--- config.mk ---
export PLATFORM = sky130hd
export DESIGN_NAME = avg_filter_sched
export DESIGN_NICKNAME = d
export VERILOG_FILES = /design/src/rtl/avg_filter_sched.sv
export SDC_FILE = /design/constraint.sdc
export NUM_CORES = 2
export LEC_CHECK = 0
export BUFFER_PORTS_ARGS = -buffer_cell sky130_fd_sc_hd__buf_2
export CAP_MARGIN = 20
export CORE_UTILIZATION = 25
export CTS_CLUSTER_DIAMETER = 100
export DETAILED_ROUTE_END_ITERATION = 7
export GPL_TIMING_DRIVEN = 0
export SKIP_CTS_REPAIR_TIMING = 1
export SYNTH_ARGS = -nofsm -noshare
export SYNTH_HDL_FRONTEND = slang
export SYNTH_SLANG_ARGS = --single-unit
--- constraint.sdc ---
create_clock -name i_clk -period 8.7 [get_ports i_clk]
set_input_delay 0.87 -clock i_clk [delete_from_list [all_inputs] [get_ports i_clk]]
set_output_delay 0.87 -clock i_clk [all_outputs]
set_load 0.02 [all_outputs]
--- src/rtl/avg_filter_sched.sv ---
// Round-robin scheduled moving-average filter: one shared sum/subtract/shift datapath
// time-shared between CH_NUM sample streams, with per-channel history, sum and fill state.
module avg_filter_sched #(
    parameter int CH_NUM       = 4,
    parameter int DATA_W       = 32,
    parameter int AVE_DATA_NUM = 8,
    parameter int AVE_DATA_BIT = 3
) (
    input  logic                     i_clk,
    input  logic                     i_rst,
    input  logic [CH_NUM-1:0]        i_req,
    input  logic [CH_NUM*DATA_W-1:0] i_din,
    input  logic [CH_NUM-1:0]        i_clr,
    output logic [CH_NUM-1:0]        o_ack,
    output logic [CH_NUM*DATA_W-1:0] o_dout,
    output logic [CH_NUM-1:0]        o_valid
);
    localparam int CH_W   = $clog2(CH_NUM);
    localparam int FILL_W = AVE_DATA_BIT + 1;
    localparam logic [FILL_W-1:0] FULL    = FILL_W'(AVE_DATA_NUM);
    localparam logic [CH_W-1:0]   LAST_CH = CH_W'(CH_NUM - 1);

    typedef enum logic [1:0] {IDLE, READ, UPDATE} state_t;
    state_t state, state_next;

    logic [CH_W-1:0]   last_grant, cur_ch, grant_idx;
    logic              grant_found;
    logic [DATA_W-1:0] cur_din, oldest;
    logic              drop;

    logic [DATA_W-1:0]       hist [CH_NUM][AVE_DATA_NUM];
    logic [DATA_W-1:0]       sum  [CH_NUM];
    logic [DATA_W-1:0]       dout [CH_NUM];
    logic [FILL_W-1:0]       fill [CH_NUM];
    logic [AVE_DATA_BIT-1:0] wptr [CH_NUM];

    logic              upd_en;
    logic [DATA_W-1:0] old_term, sum_new;
    logic [FILL_W-1:0] fill_new;

    // Round-robin search starting one past the last granted channel.
    always_comb begin
        logic [CH_W-1:0] cand;
        grant_found = 1'b0;
        grant_idx   = '0;
        cand        = '0;
        for (int i = 1; i <= CH_NUM; i++) begin
            cand = CH_W'((int'(last_grant) + i) % CH_NUM);
            if (!grant_found && i_req[cand]) begin
                grant_found = 1'b1;
                grant_idx   = cand;
            end
        end
    end

    always_ff @(posedge i_clk or posedge i_rst) begin
        if (i_rst) state <= IDLE;
        else       state <= state_next;
    end

    always_comb begin
        state_next = state;
        case (state)
            IDLE:    if (grant_found) state_next = READ;
            READ:    state_next = UPDATE;
            UPDATE:  state_next = IDLE;
            default: state_next = IDLE;
        endcase
    end

    // A clear landing on the active channel while its oldest sample is fetched
    // marks the operation as dropped; the ack still goes out in UPDATE.
    always_ff @(posedge i_clk or posedge i_rst) begin
        if (i_rst) begin
            last_grant <= LAST_CH;
            cur_ch     <= '0;
            cur_din    <= '0;
            oldest     <= '0;
            drop       <= 1'b0;
            o_ack      <= '0;
        end else begin
            o_ack <= '0;
            case (state)
                IDLE: begin
                    if (grant_found) begin
                        last_grant <= grant_idx;
                        cur_ch     <= grant_idx;
                        cur_din    <= i_din[grant_idx*DATA_W +: DATA_W];
                        drop       <= 1'b0;
                    end
                end
                READ: begin
                    oldest        <= hist[cur_ch][wptr[cur_ch]];
                    drop          <= i_clr[cur_ch];
                    o_ack[cur_ch] <= 1'b1;
                end
                default: ;
            endcase
        end
    end

    always_comb begin
        old_term = (fill[cur_ch] == FULL) ? oldest : '0;
        sum_new  = sum[cur_ch] + cur_din - old_term;
        fill_new = (fill[cur_ch] == FULL) ? FULL : fill[cur_ch] + 1'b1;
        upd_en   = (state == UPDATE) && !drop && !i_clr[cur_ch];
    end

    // Clear always beats an update of the same channel.
    always_ff @(posedge i_clk or posedge i_rst) begin
        if (i_rst) begin
            for (int k = 0; k < CH_NUM; k++) begin
                sum[k]     <= '0;
                fill[k]    <= '0;
                wptr[k]    <= '0;
                dout[k]    <= '0;
                o_valid[k] <= 1'b0;
            end
        end else begin
            for (int k = 0; k < CH_NUM; k++) begin
                if (i_clr[k]) begin
                    sum[k]     <= '0;
                    fill[k]    <= '0;
                    wptr[k]    <= '0;
                    dout[k]    <= '0;
                    o_valid[k] <= 1'b0;
                end else if (upd_en && cur_ch == CH_W'(k)) begin
                    sum[k]     <= sum_new;
                    fill[k]    <= fill_new;
                    wptr[k]    <= wptr[k] + 1'b1;
                    dout[k]    <= sum_new >> AVE_DATA_BIT;
                    o_valid[k] <= (fill_new == FULL);
                end
            end
        end
    end

    always_ff @(posedge i_clk) begin
        if (upd_en) hist[cur_ch][wptr[cur_ch]] <= cur_din;
    end

    for (genvar k = 0; k < CH_NUM; k++) begin : g_pack
        assign o_dout[k*DATA_W +: DATA_W] = dout[k];
    end

endmodule
==> reports/qor.txt <==
Setup ws final - 1910 ps
R2R cell count - 18
Core area - 217,000 um2
Tot GR Track Use - 14.6%
Post-synthesis compound-gate area fraction - 5.51%
Crit Path Category - reg -> reg
Hold Crit Class - in -> async
DRT Wirelength - 164 mm
Critical path data required time - 9400 ps
Post-Synth Simple-Gate Area - 7.12%
Synth Area per Inst - 15.8 um2
Netlist cell types - 61
Routability cong. - 0.877
Critical Path Source Type - flip-flop
Final min period - 6790 ps
Clk Latency, worst-skew pair - 780 ps
Worst-path clk slew - 60 ps
H-tree depth - 4
Max Fclk - 147 MHz
Drt first pass iters - 7
Post-Synth XOR/XNOR Area - 0.560%
Port buffer count - 261
Num ports - 274
DR vias/cell - 4.76
Die Area - 221,000 um2
Status - finished clean
First-pass GRT wire length - 234 mm
Largest family of logic cells by synthesized area - multiplexers
Area Overhead vs Synth - 19.7%
TritonCTS buffer count - 131
CTS tree - built
Cell Area, Synth - 54,700 um2
Layout cells sized above 1 - 26.7%
Final Setup Violations - 0
Yosys reg bits - 1,259
Max Slew Vio Count - 0
Initial Util - 25.2%
Final core utilization - 30.1%
RSZ-0062 raised after global routing - false
Multiplexer share of the synthesized area - 13.4%
Die Y - 470 um
Synth Area in Adders - 2.00%
Vias in the first global route - 32,500
Worst Tran Pin Value - 1190 ps
Period utilization - 78.0%
Setup WS pre-CTS - 2020 ps
Die W - 470 um
Pin count of the biggest net entering global routing - 95
Routed vias - 32,700
Max-cap check violation count - 0
Clock root buffer - clkbuf_16
Final Non-Filler Cells - 6,879
Hpwl dp - 119 mm
WL per Instance - 23.9 um
Num Clock Sinks - 1,259
Fin. Hold Viols - 0
Row cnt - 171
Initial antenna violation count - 3
Post-Synthesis Cells - 3,456
Placed cell count - 6,626
Worst hold margin - 117 ps
DR iter-0 viols - 3,799
Filler cell count - 21,500
Total power - 22.6 mW
Total gr overflow - 0
EDFF count, synth - 1,024
CP arrival - 7490 ps
Sequential area share after synthesis - 67.0%
ANT nets after route - 0
Post-route clock skew - 22.6 ps
Top_reg_cell synth - edfxtp_1
Detailed-route DRC error count - 0
CTS max path bufs - 3
Max transition margin - 20.4%
Worst setup EP type - flip-flop
Leakage - 23.3 nW
Asr flop ratio synth - 18.7%
Maximum vdd drop - 0.256 mV
Synth warn - 0
Power Density - 345 nW/um2
Nets - 4,129
Crit-path max FO - 10
==> path summary, 6_finish.rpt <==
kind                            slack [ps]               endpoint             startpoint
worst max-delay path                  1910    sum[26]$_DFFE_PP0P_  cur_ch[1]$_DFFE_PP0P_
worst min-delay path                   120   sum[103]$_DFFE_PP0P_                  i_rst
worst max register to register        1910    sum[26]$_DFFE_PP0P_  cur_ch[1]$_DFFE_PP0P_
worst min register to register         470  oldest[1]$_DFFE_PP0P_  oldest[1]$_DFFE_PP0P_
max in group asynchronous             7700   sum[120]$_DFFE_PP0P_                  i_rst
min in group i_clk                     470  oldest[1]$_DFFE_PP0P_  oldest[1]$_DFFE_PP0P_
==> per-layer routing <==
| metal | GRT usage (%) | routed length (um) | share of wire, % | vias up |
|---|---|---|---|---|
| met2 | 23.5 | 78400 | 48 | 1399 |
| met5 | 0 | 0 | 0 | - |
| li1 | - | - | - | 14000 |
| met1 | 18.9 | 66500 | 40 | 17100 |
| met4 | 6.70 | 7060 | 4.3 | 0 |
| met3 | 2.89 | 12500 | 7.6 | 228 |
==> metrics by stage <==
step	instance area [um2]	TNS [ps]
global route	65500	0
detailed placement	60800	0
CTS	65100	0
global placement	59600	-412560
finish	65500	0
floorplan	54800	0
==> report_power, final <==
part / internal (mW) / switching, mW / leakage (nW)
sequential: 7.58 / 0.688 / 12.4
combinational: 3.18 / 5.59 / 8.80
clock: 3.17 / 2.36 / 2.07
==> synthesized netlist by cell type, types with 11 or more instances <==
library cell,n,area [um2]
a21oi_1,106,531
dfrtp_1,233,5830
and2_1,35,219
fa_1,31,621
a21o_1,17,128
mux4_2,295,6640
o21ai_0,170,851
o211ai_1,36,270
mux2i_1,67,671
inv_1,134,503
nand3b_1,148,1110
clkbuf_1,113,424
ha_1,38,475
o31ai_1,15,113
edfxtp_1,1024,30700
nand3_1,54,270
nor2_1,73,274
buf_1,11,41.3
buf_2,69,345
xnor2_1,16,140
nor2b_1,64,400
xor2_1,19,166
nand2_1,333,1250
a211oi_1,98,736
buf_4,140,1050
==> sequential cells by signal, indices dropped and copies added (netlist names) <==
| signal | cells |
|---|---|
| cur_ch | 2 |
| state | 2 |
| o_ack | 4 |
| last_grant | 2 |
| wptr | 12 |
| o_valid | 4 |
| hist | 1024 |
| o_dout | 1 |
| fill | 16 |
| oldest | 32 |
| sum | 127 |
| cur_din | 32 |
| drop | 1 |
==> kinds of logic after synthesis <==
kind of cell,after synthesis
muxes,363
AOI/OAI and AO/OA,490
and+or+nand+nor,764
other,1
adders and majority gates,69
DFF,1259
xor gates and xnor gates,35
buffers and inverters,475
==> layout by cell type, fill, tap and decap left out, types with 11 or more instances in the layout <==
cell / instances
a211oi_1: 98
a21o_1: 17
a21oi_1: 106
and2_1: 35
buf_1: 11
buf_12: 24
buf_16: 26
buf_2: 331
buf_4: 140
clkbuf_1: 142
clkbuf_16: 134
clkbuf_8: 17
clkinv_1: 14
clkinv_2: 20
conb_1: 12
dfrtp_1: 233
edfxtp_1: 1024
fa_1: 31
ha_1: 38
inv_1: 133
mux2i_1: 67
mux4_2: 295
nand2_1: 333
nand3_1: 54
nand3b_1: 148
nor2_1: 40
nor2_4: 32
nor2b_1: 64
o211ai_1: 36
o21ai_0: 170
o31ai_1: 15
xnor2_1: 16
xor2_1: 19
==> worst max-delay path: stages (launching register included) <==
cell and delay (ps):
dfrtp_1 500, buf_4 350, buf_2 490, buf_2 370, buf_2 350, buf_1 700, mux4_2 440, inv_1 90
fa_1 500, inv_1 40, ha_1 260, clkbuf_1 320, nand2_1 180, nor2_1 160, nand3_1 170, nor4_1 850
o21ai_1 460, a211o_1 390, nand3_1 60
==> area by class of cell <==
class,count,area (um2),area share (%)
clock inverters,54,527,0.805
well taps,2854,3570,5.45
flip-flops and latches,1259,36600,56.0
multi-input cells,1733,15900,24.3
repair buffers,322,2660,4.06
clock buffers,180,3700,5.65
plain buffers,340,1930,2.95
diodes,2,5.00,0.00764
inverters,135,514,0.785
Power figures use the tool's default switching activity.
